### src/rtl/mmio_uart_fifo.sv
// mmio_uart_fifo
//   Memory-mapped, FIFO-buffered front end for the UART. It sits in the CPU's
//   I/O window and buffers characters in both directions. It keeps sticky
//   error flags and drives level interrupts towards COP0.
//
// Ports
//   clk, rst          system clock, asynchronous active-low reset
//   addr[4:2]         register select (addr[1:0] ignored)
//   re, we, stall     CPU strobes; stall masks both
//   wdata / rdata     CPU write data / combinational read data
//   tx_data/valid/ready   towards UART DataIn
//   rx_data/valid/ready   from UART DataOut
//   rx_irq, tx_irq    registered level interrupts
//
// Register map (addr[4:2])
//   0 STATUS  {tx_empty, rx_underflow, tx_overflow, tx_notfull, rx_nonempty}
//   1 RXDATA  read pops the RX head (0 when empty)
//   2 TXDATA  write pushes wdata[DATA_W-1:0]
//   3 COUNT   [23:16] tx_count, [7:0] rx_count
//   4 CTRL    bit0 rx_irq_en, bit1 tx_irq_en, [15:8] rx_thresh, bit31 W1 clears sticky flags
module mmio_uart_fifo #(
    parameter int DATA_W   = 8,
    parameter int RX_DEPTH = 16,
    parameter int TX_DEPTH = 16
) (
    input  logic              clk,
    input  logic              rst,
    input  logic [4:0]        addr,
    input  logic              re,
    input  logic              we,
    input  logic              stall,
    input  logic [31:0]       wdata,
    output logic [31:0]       rdata,
    output logic [DATA_W-1:0] tx_data,
    output logic              tx_valid,
    input  logic              tx_ready,
    input  logic [DATA_W-1:0] rx_data,
    input  logic              rx_valid,
    output logic              rx_ready,
    output logic              rx_irq,
    output logic              tx_irq
);

    localparam int MAX_D = (RX_DEPTH > TX_DEPTH) ? RX_DEPTH : TX_DEPTH;
    localparam int CNT_W = $clog2(MAX_D) + 1;
    localparam int RX_AW = $clog2(RX_DEPTH);
    localparam int TX_AW = $clog2(TX_DEPTH);
    localparam int CMP_W = (CNT_W > 8) ? CNT_W : 8;

    localparam logic [CNT_W-1:0] RX_FULL = CNT_W'(RX_DEPTH);
    localparam logic [CNT_W-1:0] TX_FULL = CNT_W'(TX_DEPTH);

    localparam logic [2:0] REG_STATUS = 3'd0;
    localparam logic [2:0] REG_RXDATA = 3'd1;
    localparam logic [2:0] REG_TXDATA = 3'd2;
    localparam logic [2:0] REG_COUNT  = 3'd3;
    localparam logic [2:0] REG_CTRL   = 3'd4;

    logic [DATA_W-1:0] rx_mem [RX_DEPTH];
    logic [DATA_W-1:0] tx_mem [TX_DEPTH];
    logic [RX_AW-1:0]  rx_rd_ptr, rx_wr_ptr;
    logic [TX_AW-1:0]  tx_rd_ptr, tx_wr_ptr;
    logic [CNT_W-1:0]  rx_count, tx_count, rx_count_next, tx_count_next;
    logic              tx_ovf, rx_unf;
    logic              rx_irq_en, tx_irq_en;
    logic [7:0]        rx_thresh, thresh_eff;

    logic [2:0] sel;
    logic       acc_wr, acc_rd;
    logic       rx_empty, tx_full, tx_empty;
    logic       rx_push, rx_pop, rx_pop_req, rx_unf_set;
    logic       tx_push, tx_pop, tx_push_req, tx_ovf_set;
    logic       ctrl_wr;

    // Unused bus bits are folded here so they do not look forgotten.
    logic unused_bits;
    assign unused_bits = ^{addr[1:0], wdata};

    assign sel    = addr[4:2];
    assign acc_wr = we & ~stall;
    // A write in the same cycle suppresses the read's side effect.
    assign acc_rd = re & ~stall & ~acc_wr;

    assign rx_empty = (rx_count == '0);
    assign tx_empty = (tx_count == '0);
    assign tx_full  = (tx_count == TX_FULL);

    assign rx_ready   = (rx_count != RX_FULL);
    assign rx_push    = rx_valid & rx_ready;
    assign rx_pop_req = acc_rd & (sel == REG_RXDATA);
    // Emptiness is judged before the edge: a same-cycle push cannot rescue an empty read.
    assign rx_pop     = rx_pop_req & ~rx_empty;
    assign rx_unf_set = rx_pop_req & rx_empty;

    assign tx_valid    = ~tx_empty;
    assign tx_data     = tx_mem[tx_rd_ptr];
    assign tx_pop      = tx_valid & tx_ready;
    assign tx_push_req = acc_wr & (sel == REG_TXDATA);
    // Fullness is judged before the edge: a same-cycle pop does not make room.
    assign tx_push     = tx_push_req & ~tx_full;
    assign tx_ovf_set  = tx_push_req & tx_full;

    assign ctrl_wr = acc_wr & (sel == REG_CTRL);

    always_comb begin
        rx_count_next = rx_count;
        case ({rx_push, rx_pop})
            2'b10:   rx_count_next = rx_count + CNT_W'(1);
            2'b01:   rx_count_next = rx_count - CNT_W'(1);
            default: rx_count_next = rx_count;
        endcase
    end

    always_comb begin
        tx_count_next = tx_count;
        case ({tx_push, tx_pop})
            2'b10:   tx_count_next = tx_count + CNT_W'(1);
            2'b01:   tx_count_next = tx_count - CNT_W'(1);
            default: tx_count_next = tx_count;
        endcase
    end

    assign thresh_eff = (rx_thresh == 8'd0) ? 8'd1 : rx_thresh;

    // Storage carries no reset; the pointers and counts define validity.
    always_ff @(posedge clk) begin
        if (rx_push) rx_mem[rx_wr_ptr] <= rx_data;
        if (tx_push) tx_mem[tx_wr_ptr] <= wdata[DATA_W-1:0];
    end

    always_ff @(posedge clk or negedge rst) begin
        if (!rst) begin
            rx_rd_ptr <= '0;
            rx_wr_ptr <= '0;
            tx_rd_ptr <= '0;
            tx_wr_ptr <= '0;
            rx_count  <= '0;
            tx_count  <= '0;
        end else begin
            if (rx_push) rx_wr_ptr <= rx_wr_ptr + RX_AW'(1);
            if (rx_pop)  rx_rd_ptr <= rx_rd_ptr + RX_AW'(1);
            if (tx_push) tx_wr_ptr <= tx_wr_ptr + TX_AW'(1);
            if (tx_pop)  tx_rd_ptr <= tx_rd_ptr + TX_AW'(1);
            rx_count <= rx_count_next;
            tx_count <= tx_count_next;
        end
    end

    // Sticky flags and CTRL. Set and clear never coincide: set needs a
    // TXDATA write or RXDATA read, clear needs a CTRL write.
    always_ff @(posedge clk or negedge rst) begin
        if (!rst) begin
            tx_ovf    <= 1'b0;
            rx_unf    <= 1'b0;
            rx_irq_en <= 1'b0;
            tx_irq_en <= 1'b0;
            rx_thresh <= 8'd1;
        end else begin
            if (tx_ovf_set) tx_ovf <= 1'b1;
            if (rx_unf_set) rx_unf <= 1'b1;
            if (ctrl_wr) begin
                rx_irq_en <= wdata[0];
                tx_irq_en <= wdata[1];
                rx_thresh <= wdata[15:8];
                if (wdata[31]) begin
                    tx_ovf <= 1'b0;
                    rx_unf <= 1'b0;
                end
            end
        end
    end

    // Interrupts look at the post-edge occupancy so they track the FIFOs.
    always_ff @(posedge clk or negedge rst) begin
        if (!rst) begin
            rx_irq <= 1'b0;
            tx_irq <= 1'b0;
        end else begin
            rx_irq <= rx_irq_en & (CMP_W'(rx_count_next) >= CMP_W'(thresh_eff));
            tx_irq <= tx_irq_en & (tx_count_next == '0);
        end
    end

    always_comb begin
        rdata = 32'd0;
        case (sel)
            REG_STATUS: rdata = {27'd0, tx_empty, rx_unf, tx_ovf, ~tx_full, ~rx_empty};
            REG_RXDATA: rdata = rx_empty ? 32'd0 : 32'(rx_mem[rx_rd_ptr]);
            REG_COUNT:  rdata = {8'd0, 8'(tx_count), 8'd0, 8'(rx_count)};
            REG_CTRL:   rdata = {16'd0, rx_thresh, 6'd0, tx_irq_en, rx_irq_en};
            default:    rdata = 32'd0;
        endcase
    end

endmodule
### config.mk
export PLATFORM = sky130hd
export DESIGN_NAME = mmio_uart_fifo
export DESIGN_NICKNAME = d
export VERILOG_FILES = /design/src/rtl/mmio_uart_fifo.sv
export SDC_FILE = /design/constraint.sdc
export NUM_CORES = 1
export LEC_CHECK = 0
export ABC_AREA = 1
export CELL_PAD_IN_SITES_DETAIL_PLACEMENT = 1
export CELL_PAD_IN_SITES_GLOBAL_PLACEMENT = 2
export CORE_MARGIN = 4
export CORE_UTILIZATION = 45
export CTS_BUF_LIST = sky130_fd_sc_hd__clkbuf_4
export CTS_CLUSTER_SIZE = 14
export DETAILED_ROUTE_END_ITERATION = 7
export GPL_TIMING_DRIVEN = 1
export PLACE_DENSITY_LB_ADDON = 0.2
export SYNTH_ARGS = -nofsm -noshare
export SYNTH_HDL_FRONTEND = slang
export SYNTH_SLANG_ARGS = --single-unit
### constraint.sdc
create_clock -name clk -period 6.9 [get_ports clk]
set_input_delay 1.38 -clock clk [delete_from_list [all_inputs] [get_ports clk]]
set_output_delay 1.38 -clock clk [all_outputs]
set_load 0.01 [all_outputs]
==> out/metrics.yaml <==
drc: 0
power_leakage_nw: 5.212
cts_tree: "done"
setup_viol_count_final: 0
synthesis.area_um2: 12620
drt-total-wl_mm: 31.96
holdPathStages: 2
drt-pass1-iter-count: 5
multi_input_area_um2: 3447
period_needed_ns: 5.078
grt_setup_unrepaired: "no"
ff2ff_path_depth: 17
slew_violations: 0
wire_per_inst_um: 20.44
hpwl_mm: 20.20
fill_cells: 2912
cts_setup_buffers: 0
grt_first_pass_wirelength_mm: 51.05
gp_congestion: 0.7664
synth_edf_count: 256
drive_above_1_share_pct: 12.25
grt_max_degree: 67
ctsHoldBuffers: 0
yosysTopAreaCellShare_pct: 60.89
fin_crit_sh_pct: 73.60
clkLatencyLatePin_ns: 0.70
synth_common_cells: "edfxtp_1, nor2_1, o21ai_0"
final_hold_viol_count: 0
ir_drop_uv: 189.7
yosysMostFrequentCell: "edfxtp_1"
critPathLaunchType: "flip-flop"
die_w_um: 175.5
p_total_mw: 5.539
yosysWarnings: 0
htree_num_levels: 3
track_usage_pct: 21.24
seq_area_frac_synth_pct: 68.83
die-area_um2: 30800
power_density_nw_per_um2: 380.7
fin_util_pct: 52.52
ys.flop_type: "edfxtp_1"
clkTransAtPathRegs_ns: 0.07
clockRootBuffer: "clkbuf_4"
antenna_left: 0
rows: 61
synthTopCellsByArea: "edfxtp_1, dfrtp_1, o21ai_0, nor2_1, o221ai_1"
min_path_type: "flip-flop to flip-flop"
final.setup.tns_ns: 0
slew_headroom_pct: 23.57
gr-total-overflow: 0
worst-path-max-fanout: 22
cts_buffers: 78
syn_avg_cell_area_um2: 12.39
seqCellArea_um2: 8693
synth.distinct_cells: 46
fmax_ghz: 0.1969
drtIter0Drc: 521
start_util_pct: 45.57
vias: 8448
grt_pass1_vias: 9163
synthArstFlopShare_pct: 13.51
dieHeight_um: 175.5
tightest_slew_ns: 1.146
syn_to_final_growth_pct: 15.25
viasPerCell: 5.405
core-area_um2: 27710
cap_viol_max_count: 0
antenna_found_initial: 1
yosys.area.top_type: "edfxtp_1"
ctsResizeCount: 0
clkSinkCount: 296
crit_arrival_ns: 3.70
cp-end-kind: "primary output"
finClkSkew_ns: 0.05492
pin_count: 96
synthCells: 1019
cts.path.max_buffers: 3
synth-seq-cells: 296
fin_nets: 1200
crit_required_ns: 5.52
fin_hold_ws_ns: 0.5530
status: "finished clean"
worstSetupPathType: "flip-flop to primary output"
port_buffers: 67
==> power breakdown <==
group          switching, mW  internal (mW)  total [mW]  leakage, nW
logic                   1.11          0.605        1.72         1.88
clock network          0.729          0.745        1.47        0.557
registers              0.224           2.12        2.35         2.78
==> stage by stage <==
stage,area [um^2],worst slack [ns],cells
floorplan,12660,3.367,1029
global placement,13590,2.032,1424
detailed placement,13590,2.008,1424
CTS,14550,1.838,1562
global route,14550,1.634,1563
finish,14550,1.822,1563
==> layout make-up <==
cell class / instances / share of cell area [%]
diodes: 1 / 0.01720
clock buffers: 103 / 5.314
clock inverters: 35 / 1.298
inverters: 63 / 1.642
multi-input cells: 611 / 23.69
flip-flops and latches: 296 / 59.75
well taps: 378 / 3.250
repair buffers: 76 / 5.039
==> cells in the final DEF, fill, tap and decap left out, drive strengths merged, types with 14 or more instances in the layout <==
cell and instances:
a21oi 14, clkbuf 103, clkdlybuf4s50 66, clkinv 32, dfrtp 39, edfxtp 256, ha 21, inv 63
mux2i 22, nand2 92, nand3 28, nor2 174, o21ai 130, o221ai 39, o22ai 18, xor2 16
==> per-layer routing <==
metal  track usage [%]  routed length, um  vias up
li1                  -                  -     3934
met1             29.90              14500     4232
met2             33.87              15220      245
met3             4.800               1838       37
met4             5.523                400        0
met5                 0                  0        -
==> flip-flops by register name (all words and copies together), names as in the netlist <==
register / flops
rx_rd_ptr: 4
tx_count: 5
rx_thresh: 8
tx_mem: 128
rx_unf: 1
tx_ovf: 1
rx_irq_en: 1
rx_irq: 1
rx_mem: 128
tx_rd_ptr: 4
tx_irq_en: 1
tx_wr_ptr: 4
tx_irq: 1
rx_wr_ptr: 4
rx_count: 5
==> path summary, 6_finish.rpt <==
path	from	end	slack, ns
max in group asynchronous	rst	rx_rd_ptr[0]	5.68
worst min register to register	rx_irq_en	rx_irq_en	0.55
min in group asynchronous	rst	tx_count[3]	0.75
worst max-delay path	rx_rd_ptr[2]	rdata[0]	1.82
worst min-delay path	rx_irq_en	rx_irq_en	0.55
worst max register to register	rx_count[0]	rx_irq	3.95
==> worst max-delay path, cell delays in order (launching register included) <==
cell             delay, ns
dfrtp_1               0.97
inv_1                 0.56
o211ai_1              0.25
o21ai_0               0.11
o22ai_1               0.27
nand2_1               0.16
nand4_1               0.14
clkdlybuf4s50_1       0.56
==> logic make-up (layout without fill, tap and decap cells) <==
group	count (synthesis)	count (layout)	synth area share, %
adder cells (fa/ha/maj)	22	22	2.240
multiplexers	22	22	1.744
AO/OA/AOI/OAI	223	223	10.69
XOR/XNOR	17	17	1.179
AND/OR/NAND/NOR	316	316	11.12
buffers and inverters	122	277	4.163
other	1	12	0.02970
flip-flops	296	296	68.83
No activity file was read; power rests on OpenSTA's default activity.
==> RTL edit, RTL diff (same flow settings) <==
One comparison of `tx_count` changes from == to >=.
--- a/src/rtl/mmio_uart_fifo.sv
+++ b/src/rtl/mmio_uart_fifo.sv
@@ -83,7 +83,7 @@
 
     assign rx_empty = (rx_count == '0);
     assign tx_empty = (tx_count == '0);
-    assign tx_full  = (tx_count == TX_FULL);
+    assign tx_full  = (tx_count >= TX_FULL);
 
     assign rx_ready   = (rx_count != RX_FULL);
     assign rx_push    = rx_valid & rx_ready;
Behaviour: no difference found for any inputs over 4 cycles, from zero or initial values and one cycle with rst low; that may be too few to reach the edited logic, so the function may still have changed.
==> RTL edit against the original RTL <==
- sequential cell count did not move
- setup slack got worse by 0.0038 ns
- maximum frequency about the same
- largest power group unchanged
- critical path depth rose by 2
- area after synthesis down 0.12%
- cell area down 0.33%
- highest routed layer unchanged
- power rose by 0.12%
- hold slack lost 0.027 ns
- wire length is 0.99% lower
==> RTL edit: results (changes against the original RTL) <==
HPWL after DPL - 19600 um (was 20200 um)
Reg2Reg Depth - 14 (was 17)
Hold wc startpoint - rx_unf$_DFF_PN0_ (was rx_irq_en$_DFFE_PN0P_)
Largest registers - rx_mem x128, tx_mem x128, rx_thresh x8 (unchanged)
Max stage delay on crit path - 0.83 ns (was 0.97 ns)
Hold Path Sink - rx_unf$_DFF_PN0_ (was rx_irq_en$_DFFE_PN0P_)
Measured slew at the worst slew-check pin - 1.08 ns (was 1.15 ns)
Peak VDD IR - 0.150 mV (was 0.190 mV)
Wire per inst - 20.1 um (was 20.4 um)
Distinct cells, synth - 43 (was 46)
Syn. warnings - 0 (unchanged)
Post-synth EDFFs - 256 (unchanged)
Worst reg2reg startpoint - rx_count[0]$_DFF_PN0_ (unchanged)
Postcts setup bufs - 0 (unchanged)
Status - finished, final reports clean (unchanged)
CTS resizes - 0 (unchanged)
Slowest-stage cell, CP - inv_1 (was dfrtp_1)
Filler instances - 2909 (was 2912)
Nets - 1207 (was 1200)
Arr. time, crit path - 3.70 ns (about the same)
Worst skew pair latency - 0.68 ns (was 0.70 ns)
Pin count of the biggest net entering global routing - 67 (unchanged)
Total track usage - 20.9% (was 21.2%)
Synth top cells by count - 256 x edfxtp_1, 174 x nor2_1, 107 x o21ai_0 (was 256 x edfxtp_1, 170 x nor2_1, 128 x o21ai_0)
Number of global-route vias before repair - 8912 (was 9163)
Skew final - 0.0452 ns (was 0.0549 ns)
Sequential share of the synthesized area - 68.9% (was 68.8%)
Post-Place Setup Slack - 2.20 ns (was 2.01 ns)
Area contributors post-synth - edfxtp_1 61%, dfrtp_1 7.7%, nor2_1 5.2%, o21ai_0 4.2%, nand2_1 2.7% (was edfxtp_1 61%, dfrtp_1 7.7%, o21ai_0 5.1%, nor2_1 5.1%, o221ai_1 2.7%)
Starting DRC count in detailed routing - 574 (was 521)
Synth Flop Type - edfxtp_1 (unchanged)
Clock Tree Buf Depth - 3 (unchanged)
# H-tree levels - 3 (unchanged)
Leakage power total - 5.23 nW (was 5.21 nW)
Port Buffer Count - 67 (unchanged)
Routability cong. - 0.768 (was 0.766)
CTS root buf - clkbuf_4 (unchanged)
R2r setup slk - 4.02 ns (was 3.95 ns)
First-pass iteration count of the detailed router - 7 (was 5)
Fraction of layout cells with a size suffix above 1 - 13.1% (was 12.2%)
Reg-to-reg endpoint - rx_irq$_DFF_PN0_ (unchanged)
Post-detailed-route via-to-cell ratio - 5.35 (was 5.40)
Max FO, Critical Path - 39 (was 22)
CTS buffer count - 79 (was 78)
Hold Crit Depth - 2 (unchanged)
First-pass GRT wire length - 49900 um (was 51100 um)
Worst-path clk slew - 0.06 ns
Remaining global-route overflow - 0 (unchanged)
HP Class - reg2reg (unchanged)
## RTL edit: kinds of logic after synthesis
family / after synthesis / synth area share (%)
AO/OA/AOI/OAI: 232 / 11.0
XOR/XNOR: 16 / 1.11
adder cells (fa/ha/maj): 22 / 2.24
buffers and inverters: 121 / 4.44
flip-flops: 296 / 68.9
multiplexers: 22 / 1.75
other: 1 / 0.0297
AND/OR/NAND/NOR: 317 / 10.6
## RTL edit: report_power, final
group | internal (mW) | switching [mW]
registers | 2.12 | 0.204
logic | 0.608 | 1.13
clock network | 0.766 | 0.714
## RTL edit: worst max path at each step
stage / start / to / slack, ns / depth (start not counted)
finish: rx_rd_ptr[1]$_DFFE_PN0P_ / rdata[2] / 1.82 / 9
global route: rx_rd_ptr[1]$_DFFE_PN0P_ / rdata[1] / 1.53 / 9
CTS: rx_rd_ptr[1]$_DFFE_PN0P_ / rdata[2] / 1.71 / 9
detailed placement: addr[2] / rdata[0] / 2.20 / 7
global placement: addr[2] / rdata[1] / 2.21 / 6
floorplan: we / rx_irq$_DFF_PN0_ / 3.47 / 17
## RTL edit: critical path: cells and delay by family, from the launching register on
kind                   cells  cell delay, ns
buffers and inverters      3            1.64
AO/OA/AOI/OAI              4            0.84
AND/OR/NAND/NOR            2            0.20
flip-flops                 1            0.36
## RTL edit: area by class of cell
class	count	share of cell area [%]
clock inverter	26	0.863
tap	378	3.26
multi-input combinational	620	23.4
antenna	1	0.0173
inverter	61	1.58
sequential	296	59.9
clock buffer	114	5.90
timing repair buffer	75	5.00
## RTL edit: routing by layer
metal  wire (um)  vias to the layer above  track usage (%)
met5           0                        -                0
met4         416                        0             5.96
met3        1760                       39             4.69
met2       14900                      236             32.5
met1       14600                     4182             29.8
li1            -                     3947                -
## RTL edit: per-stage QoR
step           hold WS (ns)  power, mW  cell area [um2]  utilization (%)  cells
6_report              0.526       5.55            14500             52.3   1571
5_1_grt               0.570       5.96            14500             52.3   1571
4_1_cts               0.531       5.62            14500             52.3   1570
3_5_place_dp          0.518       4.12            13500             48.8   1430
3_3_place_gp          0.509       4.06            13500             48.8   1430
2_1_floorplan         0.463       3.47            12600                -   1037
